--- src/rtl/tk_sync_pkg.sv ---
`default_nettype none
// ============================================================================
// Module   : tk_sync_pkg
// Brief    : Shared types and constants for the clocked-to-Teak push bridge.
// Revision : 1.0
// ============================================================================
package tk_sync_pkg;

  typedef enum logic [1:0] {
    IDLE   = 2'd0,
    REQ_HI = 2'd1,
    REQ_LO = 2'd2
  } tk_push_state_t;

  localparam int TK_SYNC_STAGES_DEFAULT = 2;

endpackage
`default_nettype wire

--- src/rtl/tk_sync_ff.sv ---
`default_nettype none
// ============================================================================
// Module   : tk_sync_ff
// Brief    : SYNC_STAGES-deep single-bit synchroniser, async active-low reset.
// Revision : 1.0
// ============================================================================
module tk_sync_ff
  import tk_sync_pkg::*;
#(
  parameter int SYNC_STAGES = TK_SYNC_STAGES_DEFAULT
) (
  input  logic clk,
  input  logic reset_n,
  input  logic d,
  output logic q
);

  logic [SYNC_STAGES-1:0] r_sync;

  always_ff @(posedge clk or negedge reset_n) begin
    if (!reset_n) begin
      r_sync <= '0;
    end else begin
      r_sync <= {r_sync[SYNC_STAGES-2:0], d};
    end
  end

  assign q = r_sync[SYNC_STAGES-1];

endmodule
`default_nettype wire

--- src/rtl/tk_sync_push_4ph.sv ---
`default_nettype none
// ============================================================================
// Module   : tk_sync_push_4ph
// Brief    : Valid/ready FIFO feeding a 4-phase bundled-data Teak push channel.
// Revision : 1.0
// ============================================================================
module tk_sync_push_4ph
  import tk_sync_pkg::*;
#(
  parameter int WIDTH       = 8,
  parameter int DEPTH       = 2,
  parameter int SYNC_STAGES = TK_SYNC_STAGES_DEFAULT
) (
  input  logic             clk,
  input  logic             reset_n,
  input  logic             in_valid,
  output logic             in_ready,
  input  logic [WIDTH-1:0] in_data,
  output logic             out_req,
  input  logic             out_ack,
  output logic [WIDTH-1:0] out_data,
  output logic             busy,
  output logic             proto_err
);

  localparam int c_ptr_w = $clog2(DEPTH);
  localparam int c_cnt_w = c_ptr_w + 1;
  localparam logic [c_cnt_w-1:0] c_depth   = c_cnt_w'(DEPTH);
  localparam logic [c_cnt_w-1:0] c_cnt_one = c_cnt_w'(1);
  localparam logic [c_ptr_w-1:0] c_ptr_one = c_ptr_w'(1);

  logic [WIDTH-1:0]   r_mem [DEPTH];
  logic [c_ptr_w-1:0] r_wr_ptr;
  logic [c_ptr_w-1:0] r_rd_ptr;
  logic [c_ptr_w-1:0] w_load_ptr;
  logic [c_cnt_w-1:0] r_count;
  logic [c_cnt_w-1:0] w_count_nxt;
  logic [WIDTH-1:0]   r_out_data;
  logic               r_in_ready;
  logic               r_out_req;
  logic               r_proto_err;
  logic               w_ack_s;
  logic               w_push;
  logic               w_pop;
  logic               w_load;
  logic               w_req_nxt;
  tk_push_state_t     r_state;
  tk_push_state_t     w_state_nxt;

  tk_sync_ff #(.SYNC_STAGES(SYNC_STAGES)) u_ack_sync (
    .clk     (clk),
    .reset_n (reset_n),
    .d       (out_ack),
    .q       (w_ack_s)
  );

  assign w_push = in_valid && r_in_ready;

  // out_data only ever changes on the same edge that raises out_req
  always_comb begin
    w_state_nxt = r_state;
    w_req_nxt   = r_out_req;
    w_load      = 1'b0;
    w_load_ptr  = r_rd_ptr;
    w_pop       = 1'b0;
    case (r_state)
      IDLE: begin
        if (r_count != '0) begin
          w_load      = 1'b1;
          w_req_nxt   = 1'b1;
          w_state_nxt = REQ_HI;
        end
      end
      REQ_HI: begin
        if (w_ack_s) begin
          w_req_nxt   = 1'b0;
          w_state_nxt = REQ_LO;
        end
      end
      REQ_LO: begin
        if (!w_ack_s) begin
          w_pop = 1'b1;
          if (r_count > c_cnt_one) begin
            w_load      = 1'b1;
            w_load_ptr  = r_rd_ptr + c_ptr_one;
            w_req_nxt   = 1'b1;
            w_state_nxt = REQ_HI;
          end else begin
            w_state_nxt = IDLE;
          end
        end
      end
      default: begin
        w_req_nxt   = 1'b0;
        w_state_nxt = IDLE;
      end
    endcase
  end

  always_comb begin
    w_count_nxt = r_count;
    if (w_push && !w_pop) begin
      w_count_nxt = r_count + c_cnt_one;
    end else if (!w_push && w_pop) begin
      w_count_nxt = r_count - c_cnt_one;
    end
  end

  always_ff @(posedge clk or negedge reset_n) begin
    if (!reset_n) begin
      r_state     <= IDLE;
      r_out_req   <= 1'b0;
      r_out_data  <= '0;
      r_wr_ptr    <= '0;
      r_rd_ptr    <= '0;
      r_count     <= '0;
      r_in_ready  <= 1'b0;
      r_proto_err <= 1'b0;
    end else begin
      r_state    <= w_state_nxt;
      r_out_req  <= w_req_nxt;
      r_count    <= w_count_nxt;
      r_in_ready <= (w_count_nxt < c_depth);
      if (w_load) begin
        r_out_data <= r_mem[w_load_ptr];
      end
      if (w_push) begin
        r_wr_ptr <= r_wr_ptr + c_ptr_one;
      end
      if (w_pop) begin
        r_rd_ptr <= r_rd_ptr + c_ptr_one;
      end
      // A synchronised ack with no request outstanding is flagged, not acted on
      if (w_ack_s && (r_state == IDLE)) begin
        r_proto_err <= 1'b1;
      end
    end
  end

  always_ff @(posedge clk) begin
    if (w_push) begin
      r_mem[r_wr_ptr] <= in_data;
    end
  end

  assign in_ready  = r_in_ready;
  assign out_req   = r_out_req;
  assign out_data  = r_out_data;
  assign proto_err = r_proto_err;
  assign busy      = (r_count != '0) || (r_state != IDLE);

endmodule
`default_nettype wire

--- config.mk ---
export PLATFORM = sky130hd
export DESIGN_NAME = tk_sync_push_4ph
export DESIGN_NICKNAME = d
export VERILOG_FILES = /design/src/rtl/tk_sync_pkg.sv /design/src/rtl/tk_sync_ff.sv /design/src/rtl/tk_sync_push_4ph.sv
export SDC_FILE = /design/constraint.sdc
export NUM_CORES = 1
export LEC_CHECK = 0
export BUFFER_PORTS_ARGS = -buffer_cell sky130_fd_sc_hd__buf_4
export CAP_MARGIN = 20
export CORE_UTILIZATION = 27
export CTS_CLUSTER_DIAMETER = 60
export DETAILED_ROUTE_END_ITERATION = 16
export PLACE_DENSITY = 0.56
export SYNTH_ARGS = -nofsm -noshare
export SYNTH_HDL_FRONTEND = slang
export SYNTH_HIERARCHICAL = 1
export SYNTH_SLANG_ARGS = --single-unit
--- constraint.sdc ---
create_clock -name clk -period 2.39 [get_ports clk]
set_input_delay 0.717 -clock clk [delete_from_list [all_inputs] [get_ports clk]]
set_output_delay 0.717 -clock clk [all_outputs]
set_load 0.05 [all_outputs]
## Word level (Yosys, flattened, before mapping)

Memory sizes are Yosys's and may differ from the RTL's. A register that Yosys moved wholly into a read port is not among the register bits.
Cells that the tools add are included.

| word-level totals | value |
|---|---|
| register bits after elaboration | 11 |
| RAM bits | 16 |
| input bits | 12 |
| output and inout bits | 12 |
| memories kept | 1 |

Memory list:

| name | words | bits a word | read ports | clocked after Yosys merged registers in | write ports | RTL line | source |
|---|---|---|---|---|---|---|---|
| r_mem | 2 | 8 | 1 | 1 | 1 | tk_sync_push_4ph.sv:32 | `logic [WIDTH-1:0] r_mem [DEPTH];` |

| operators by class | value |
|---|---|
| add/subtract/negate cells | 4 |
| $lt $le $gt $ge | 2 |
| equal/unequal tests | 6 |
| multiplexer cells | 23 |
| reductions and logical operators | 13 |

Operators by type and width:

| cell | count |
|---|---|
| two-way mux 1 bit | 15 |
| two-way mux 2 bit | 5 |
| inequality test 2 bit (second input constant) | 3 |
| one-hot mux 2 bit (3 select lines) | 1 |
| logical AND 1 bit | 4 |
| AND reduction 4 bit | 1 |
| nonzero test 2 bit | 2 |
| logical NOT 1 bit | 3 |
| one-hot mux 1 bit (3 select lines) | 1 |
| AND reduction 3 bit | 1 |
| adder 1 bit (second input constant) | 2 |
| adder 2 x 1 -> 2 bit (second input constant) | 1 |
| == test 2 x 1 -> 1 bit (second input constant) | 1 |
| == test 2 bit (second input constant) | 1 |
| greater-than comparator 2 x 1 -> 1 bit (second input constant) | 1 |
| logical NOT 2 bit | 1 |
| less-than comparator 2 bit (second input constant) | 1 |
| inequality test 2 x 1 -> 1 bit (second input constant) | 1 |
| one-hot mux 1 bit (2 select lines) | 1 |
| subtractor 2 x 1 -> 2 bit (second input constant) | 1 |
| logical OR 1 bit | 1 |

## Longest topological paths before layout

| logic depth | value |
|---|---|
| word-level depth | 6 |
| mapped depth | 8 |
| mapped depth without buffers | 6 |

## Cells and area by module

Netlist, hierarchy kept.

Modules (own cells, without submodules):

| module | instances | cells each | area each (sq um) | sequential area each (sq um) |
|---|---|---|---|---|
| tk_sync_push_4ph | 1 | 114 | 1410.1 | 905.9 |
| tk_sync_ff | 1 | 2 | 50.0 | 50.0 |

## Worst setup path after synthesis

No wires, ideal clock.

| timing | value |
|---|---|
| path kind | register -> register |
| start | reg r_count[1] |
| end | reg r_out_data[3] (netlist: out_data[3]) (read register of r_mem) |
| setup time | 0.082 ns |
| data arrival time | 1.857 ns |
| data required time | 2.308 ns |
| slack | 0.451 ns |
| cell stages (with the launch flop) | 9 |
| cell sequence | dfrtp_1 inv_1 ha_1 or3b_1 or3_1 buf_2 buf_6 a21bo_1 a31oi_1 |

| on the way | value |
|---|---|
| longest elaborated chain between the ends | 4 |
| elaborated cells on any way between the ends | 9 |
| classes of those cells | order compare: 1; mux: 7; reduce/logical: 1 |

Ends and longest elaborated chain:

| what | RTL line | source |
|---|---|---|
| from (decl) | tk_sync_push_4ph.sv:36 | `logic [c_cnt_w-1:0] r_count;` |
| from (signal assigned) | tk_sync_push_4ph.sv:122 | `r_count <= w_count_nxt;` |
| greater-than comparator 2 x 1 -> 1 bit | tk_sync_push_4ph.sv:83 | `if (r_count > c_cnt_one) begin` |
| two-way mux 1 bit | tk_sync_push_4ph.sv:83 |  |
| two-way mux 1 bit | tk_sync_push_4ph.sv:81 | `if (!w_ack_s) begin` |
| one-hot mux 1 bit (2 select lines) / two-way mux 1 bit (equally long branches) | tk_sync_push_4ph.sv:66 | `case (r_state)` |
| to (decl) | tk_sync_push_4ph.sv:38 | `logic [WIDTH-1:0] r_out_data;` |

Parallel ways exist; a longest one is shown, timed or not.
A chain may end at the register's enable or synchronous reset.

## Final worst setup path

| timing | value |
|---|---|
| start | reg r_count[1] |
| end | reg r_out_data[1] (netlist: out_data[1]) (read register of r_mem) |

Same word-level chain as after synthesis.

==> results.md <==
Floorplan:
- The row count is 26.
- In this run the standard cell core region covers 5172 um2.
- The die footprint is 5706 um2.
- The die is 75.54 um wide.
- The initial utilization of the core area, before any placement, comes to between 20% and 30%.
- The number of top-level design ports is 24.
- In this run the vertical extent of the chip is about 76 um.

Synth:
- The fraction of the yosys area taken by sequential cells is 65.47%.
- After Yosys synthesis, XOR and XNOR cells account for 1.200% of the synthesized area.
- The combinational family with the most area after synthesis is compound AO/OA/AOI/OAI gates.
- The share of synthesized area spent on multiplexers is 0%.
- Synthesis inferred 35 register bits.
- The Yosys step of the flow raised 6 warnings.
- The post-synthesis instance area is 1460 um2.
- The share of synthesized flip-flops with an asynchronous set or reset is 54.29%.
- The compound-cell area share of the yosys netlist is between 10% and 20%.
- Among all flip-flop cells after synthesis, the most frequent one is sky130_fd_sc_hd__dfrtp_1.
- After Yosys synthesis, and, or, nand and nor cells account for 12.51% of the synthesized area.
- The number of enable flip-flop cells after synthesis is 16.
- Synthesis handed over a netlist of 116 instances.
- The net count after synthesis is 133.
- Yosys mapped the design onto 29 distinct sky130hd cell types.
- The mean cell area of the mapped netlist is 12.59 um2.
- The post-synthesis share of cell area spent on full adders, half adders and majority gates is 4.284%.

Final layout:
- Leaving out fill and tap cells, the most frequent cell in the layout is sky130_fd_sc_hd__buf_4.
- The share of layout cells above drive strength 1 is between 20 and 30%.
- The filler cells instantiated in the layout total 506.
- The net count of the finished layout is about 160.
- The top cell types in the final layout, fill and taps aside, are sky130_fd_sc_hd__buf_4, sky130_fd_sc_hd__dfrtp_1, sky130_fd_sc_hd__edfxtp_1, sky130_fd_sc_hd__nor2_1.
- After routing the design area is 1810 um2.
- The area growth from synthesis to layout is 23.99%.
- Summing all flip-flop and latch instances after layout gives 955.9 um2.
- The area used by multi-input combinational logic is 460.4 um2.
- The number of antenna diodes in the final layout is 0.
- The finished layout holds 216 standard cells, fillers aside.

Detailed routing:
- The average via count per standard cell is 4.255.
- The first detailed-routing pass took 4 iterations.
- The aggregate routed wire length is 2336 um.
- The initial DRC count is 56.
- In the final routed layout, each cell accounts on average for 10.81 um.
- The antenna violation net count after detailed routing is 0.
- The total DRC errors in the routed layout is 0.
- Summing over every cut layer, the via total after detailed routing is 919.

Timing:
- Adding up every negative setup slack in the final design gives 0 ps.
- The tightest slew margin relative to the limit is 70.72%.
- The number of max-slew violations in the final report is 0.
- For the pin with the worst max-slew slack, the measured transition is between 400 and 500 ps.
- Setup violations remaining at the end of the flow were counted as 0.
- The clock period minus worst slack is 2081 ps.
- The final period utilization is 87.08%.
- Across all hold checks on the routed design, the worst slack comes to just under 300 ps.
- Based on the critical path, the design can be clocked at up to 0.4805 GHz.
- The clock arrives with 5.608 ps of skew.
- Setup repair after global routing left no endpoint under its margin.
- The final hold violation count is 0.

Power:
- The share of total power dissipated in sequential elements is 38.4%.
- The power per unit of standard cell area is roughly 1400 nW/um2.
- Net switching is 41.51% of the power.
- The clock network accounts for 17.2% of the total power.
- For this design the total switching power over the nets is ~1 mW.
- The share of total power dissipated in combinational logic is between 40% and 50%.
- The internal portion of the total power is around 1.4 mW.
- IR analysis of the VDD net gives a maximum drop of roughly 370 uV.
- The cell leakage power is 0.7438 nW.

Global route:
- The first global-routing pass estimated between 3000 and 4000 um of wire.
- The number of global-route vias before repair is 876.
- The overall global routing resource usage is 9.670%.
- The initial antenna violation count is 0.
- The total overflow reported by the global router is 0.
- The maximum number of pins on one net before global-route repair is 20.

Setup path:
- Data arrives at the worst endpoint at between 2000 and 2500 ps.
- The critical path in this run is classified as flip-flop to flip-flop.
- The critical path goes through inv_1 -> ha_1 -> or3b_1 -> or3_1 -> a21bo_2 -> a31oi_1.
- The endpoint class of the critical path is a flip-flop.
- The maximum cell stage delay along the critical path is 520 ps.
- STA classifies the critical path startpoint as a flip-flop.
- STA puts the critical path data required time at 2600 ps.
- Of all nets on the critical path, the largest fanout is 16.
- The slowest stage cell on the critical path is sky130_fd_sc_hd__or3_1.

Place:
- The cell area after placement is 1718 um2.
- During placement, the flow inserted port buffers numbering 23.
- The routability congestion estimate is 0.8034.
- The placed wire-length estimate after detailed placement is 1816 um.
- In this run, placement finished with an instance count of 208.

CTS:
- The longest clock path from root to sink contains 2 buffers.
- The number of sinks handled by clock tree synthesis is 35.
- The CTS tree is built.
- The number of hold-repair buffers added at the cts stage is 0.
- The clock tree synthesis step divided the H-tree into 2 levels.
- The number of gates resized after CTS is 0.
- Clock-pin slew was measured on the worst setup and hold paths at approximately 80 ps.
- The clock latency on the worst-skew pair is 290 ps.
- The number of clock buffers added by TritonCTS is 5.
- The post-CTS setup repair buffer count is 0.
- The clock root buffer is sky130_fd_sc_hd__clkbuf_8.

Status:
- The run finished with clean final reports.

Run:
- Max-cap violations in this run came to 0.

Hold path:
- The class of the tightest hold or removal check is primary input to async pin.
## critical path: cells and delay by family (launching register included)
kind / cells / cell delay (ps)
compound gates: 2 / 450
fa+ha+maj: 1 / 190
buf+inv: 1 / 90
flops: 1 / 380
simple gates: 2 / 910
## routing by layer
metal | GRT usage [%] | part of all wire (%) | vias to the layer above
met1 | 11.10 | 45 | 430
met3 | 3.307 | 4.6 | 5
met4 | 6.173 | 2.4 | 0
met2 | 15.48 | 48 | 17
li1 | - | - | 467
met5 | 0 | 0 | -
## sequential cells by signal, summed over array words and instances (netlist names)
signal,count
in_ready,1
out_data,8
out_req,1
proto_err,1
r_count,2
r_mem,16
r_rd_ptr,1
r_state,2
r_wr_ptr,1
u_ack_sync/r_sync,2
## logic make-up after synthesis
family | Yosys count
AO/OA/AOI/OAI | 27
XOR/XNOR | 2
adder cells (fa/ha/maj) | 5
buffers and inverters | 9
flip-flops | 35
AND/OR/NAND/NOR | 38
## final timing paths
check	from	to	slack (ps)	cells past startpoint
worst max-delay path	r_count[1]	out_data[1]	310	6
worst min-delay path	reset_n	r_wr_ptr	290	1
worst max register to register	r_count[1]	out_data[1]	310	6
worst min register to register	u_ack_sync/r_sync[0]	u_ack_sync/r_sync[1]	350	0
max in group asynchronous	reset_n	out_data[0]	1900	1
min in group clk	u_ack_sync/r_sync[0]	u_ack_sync/r_sync[1]	350	0
## cell type report
class | count | share of cell area (%)
sequential | 35 | 52.80
multi-input combinational | 72 | 25.43
timing repair buffer | 26 | 10.78
tap | 70 | 4.838
clock buffer | 5 | 3.801
clock inverter | 3 | 1.313
inverter | 5 | 1.037
## synthesized netlist by cell type (3+ instances only)
cell / count / area (um2)
sky130_fd_sc_hd__a21bo_2: 6 / 60.06
sky130_fd_sc_hd__a21oi_1: 3 / 15.01
sky130_fd_sc_hd__a31oi_1: 8 / 50.05
sky130_fd_sc_hd__dfrtp_1: 19 / 475.5
sky130_fd_sc_hd__edfxtp_1: 16 / 480.5
sky130_fd_sc_hd__ha_1: 5 / 62.56
sky130_fd_sc_hd__inv_1: 5 / 18.77
sky130_fd_sc_hd__nand2_1: 6 / 22.52
sky130_fd_sc_hd__nand3_1: 8 / 40.04
sky130_fd_sc_hd__nor2_1: 15 / 56.30
## power groups by stage
| stage | combinational [mW] | sequential, mW | clock, mW |
|---|---|---|---|
| 6_report | 1.09 | 0.947 | 0.425 |
| 5_1_grt | 1.20 | 0.976 | 0.469 |
| 3_5_place_dp | 1.11 | 0.960 | 0 |
| 2_1_floorplan | 0.519 | 1.22 | 0 |
| 3_3_place_gp | 1.09 | 0.954 | 0 |
| 4_1_cts | 1.11 | 0.949 | 0.441 |
## through the flow
| stage | util, % | setup WS [ps] | power [mW] |
|---|---|---|---|
| after floorplan | - | 450.6 | 1.743 |
| after global placement | 33.21 | 362.0 | 2.041 |
| after detailed placement | 33.21 | 308.2 | 2.066 |
| after CTS | 35.00 | 298.2 | 2.497 |
| after global routing | 35.00 | 157.2 | 2.644 |
| final | 35.00 | 308.8 | 2.465 |
(Power assumes the default switching activity.)
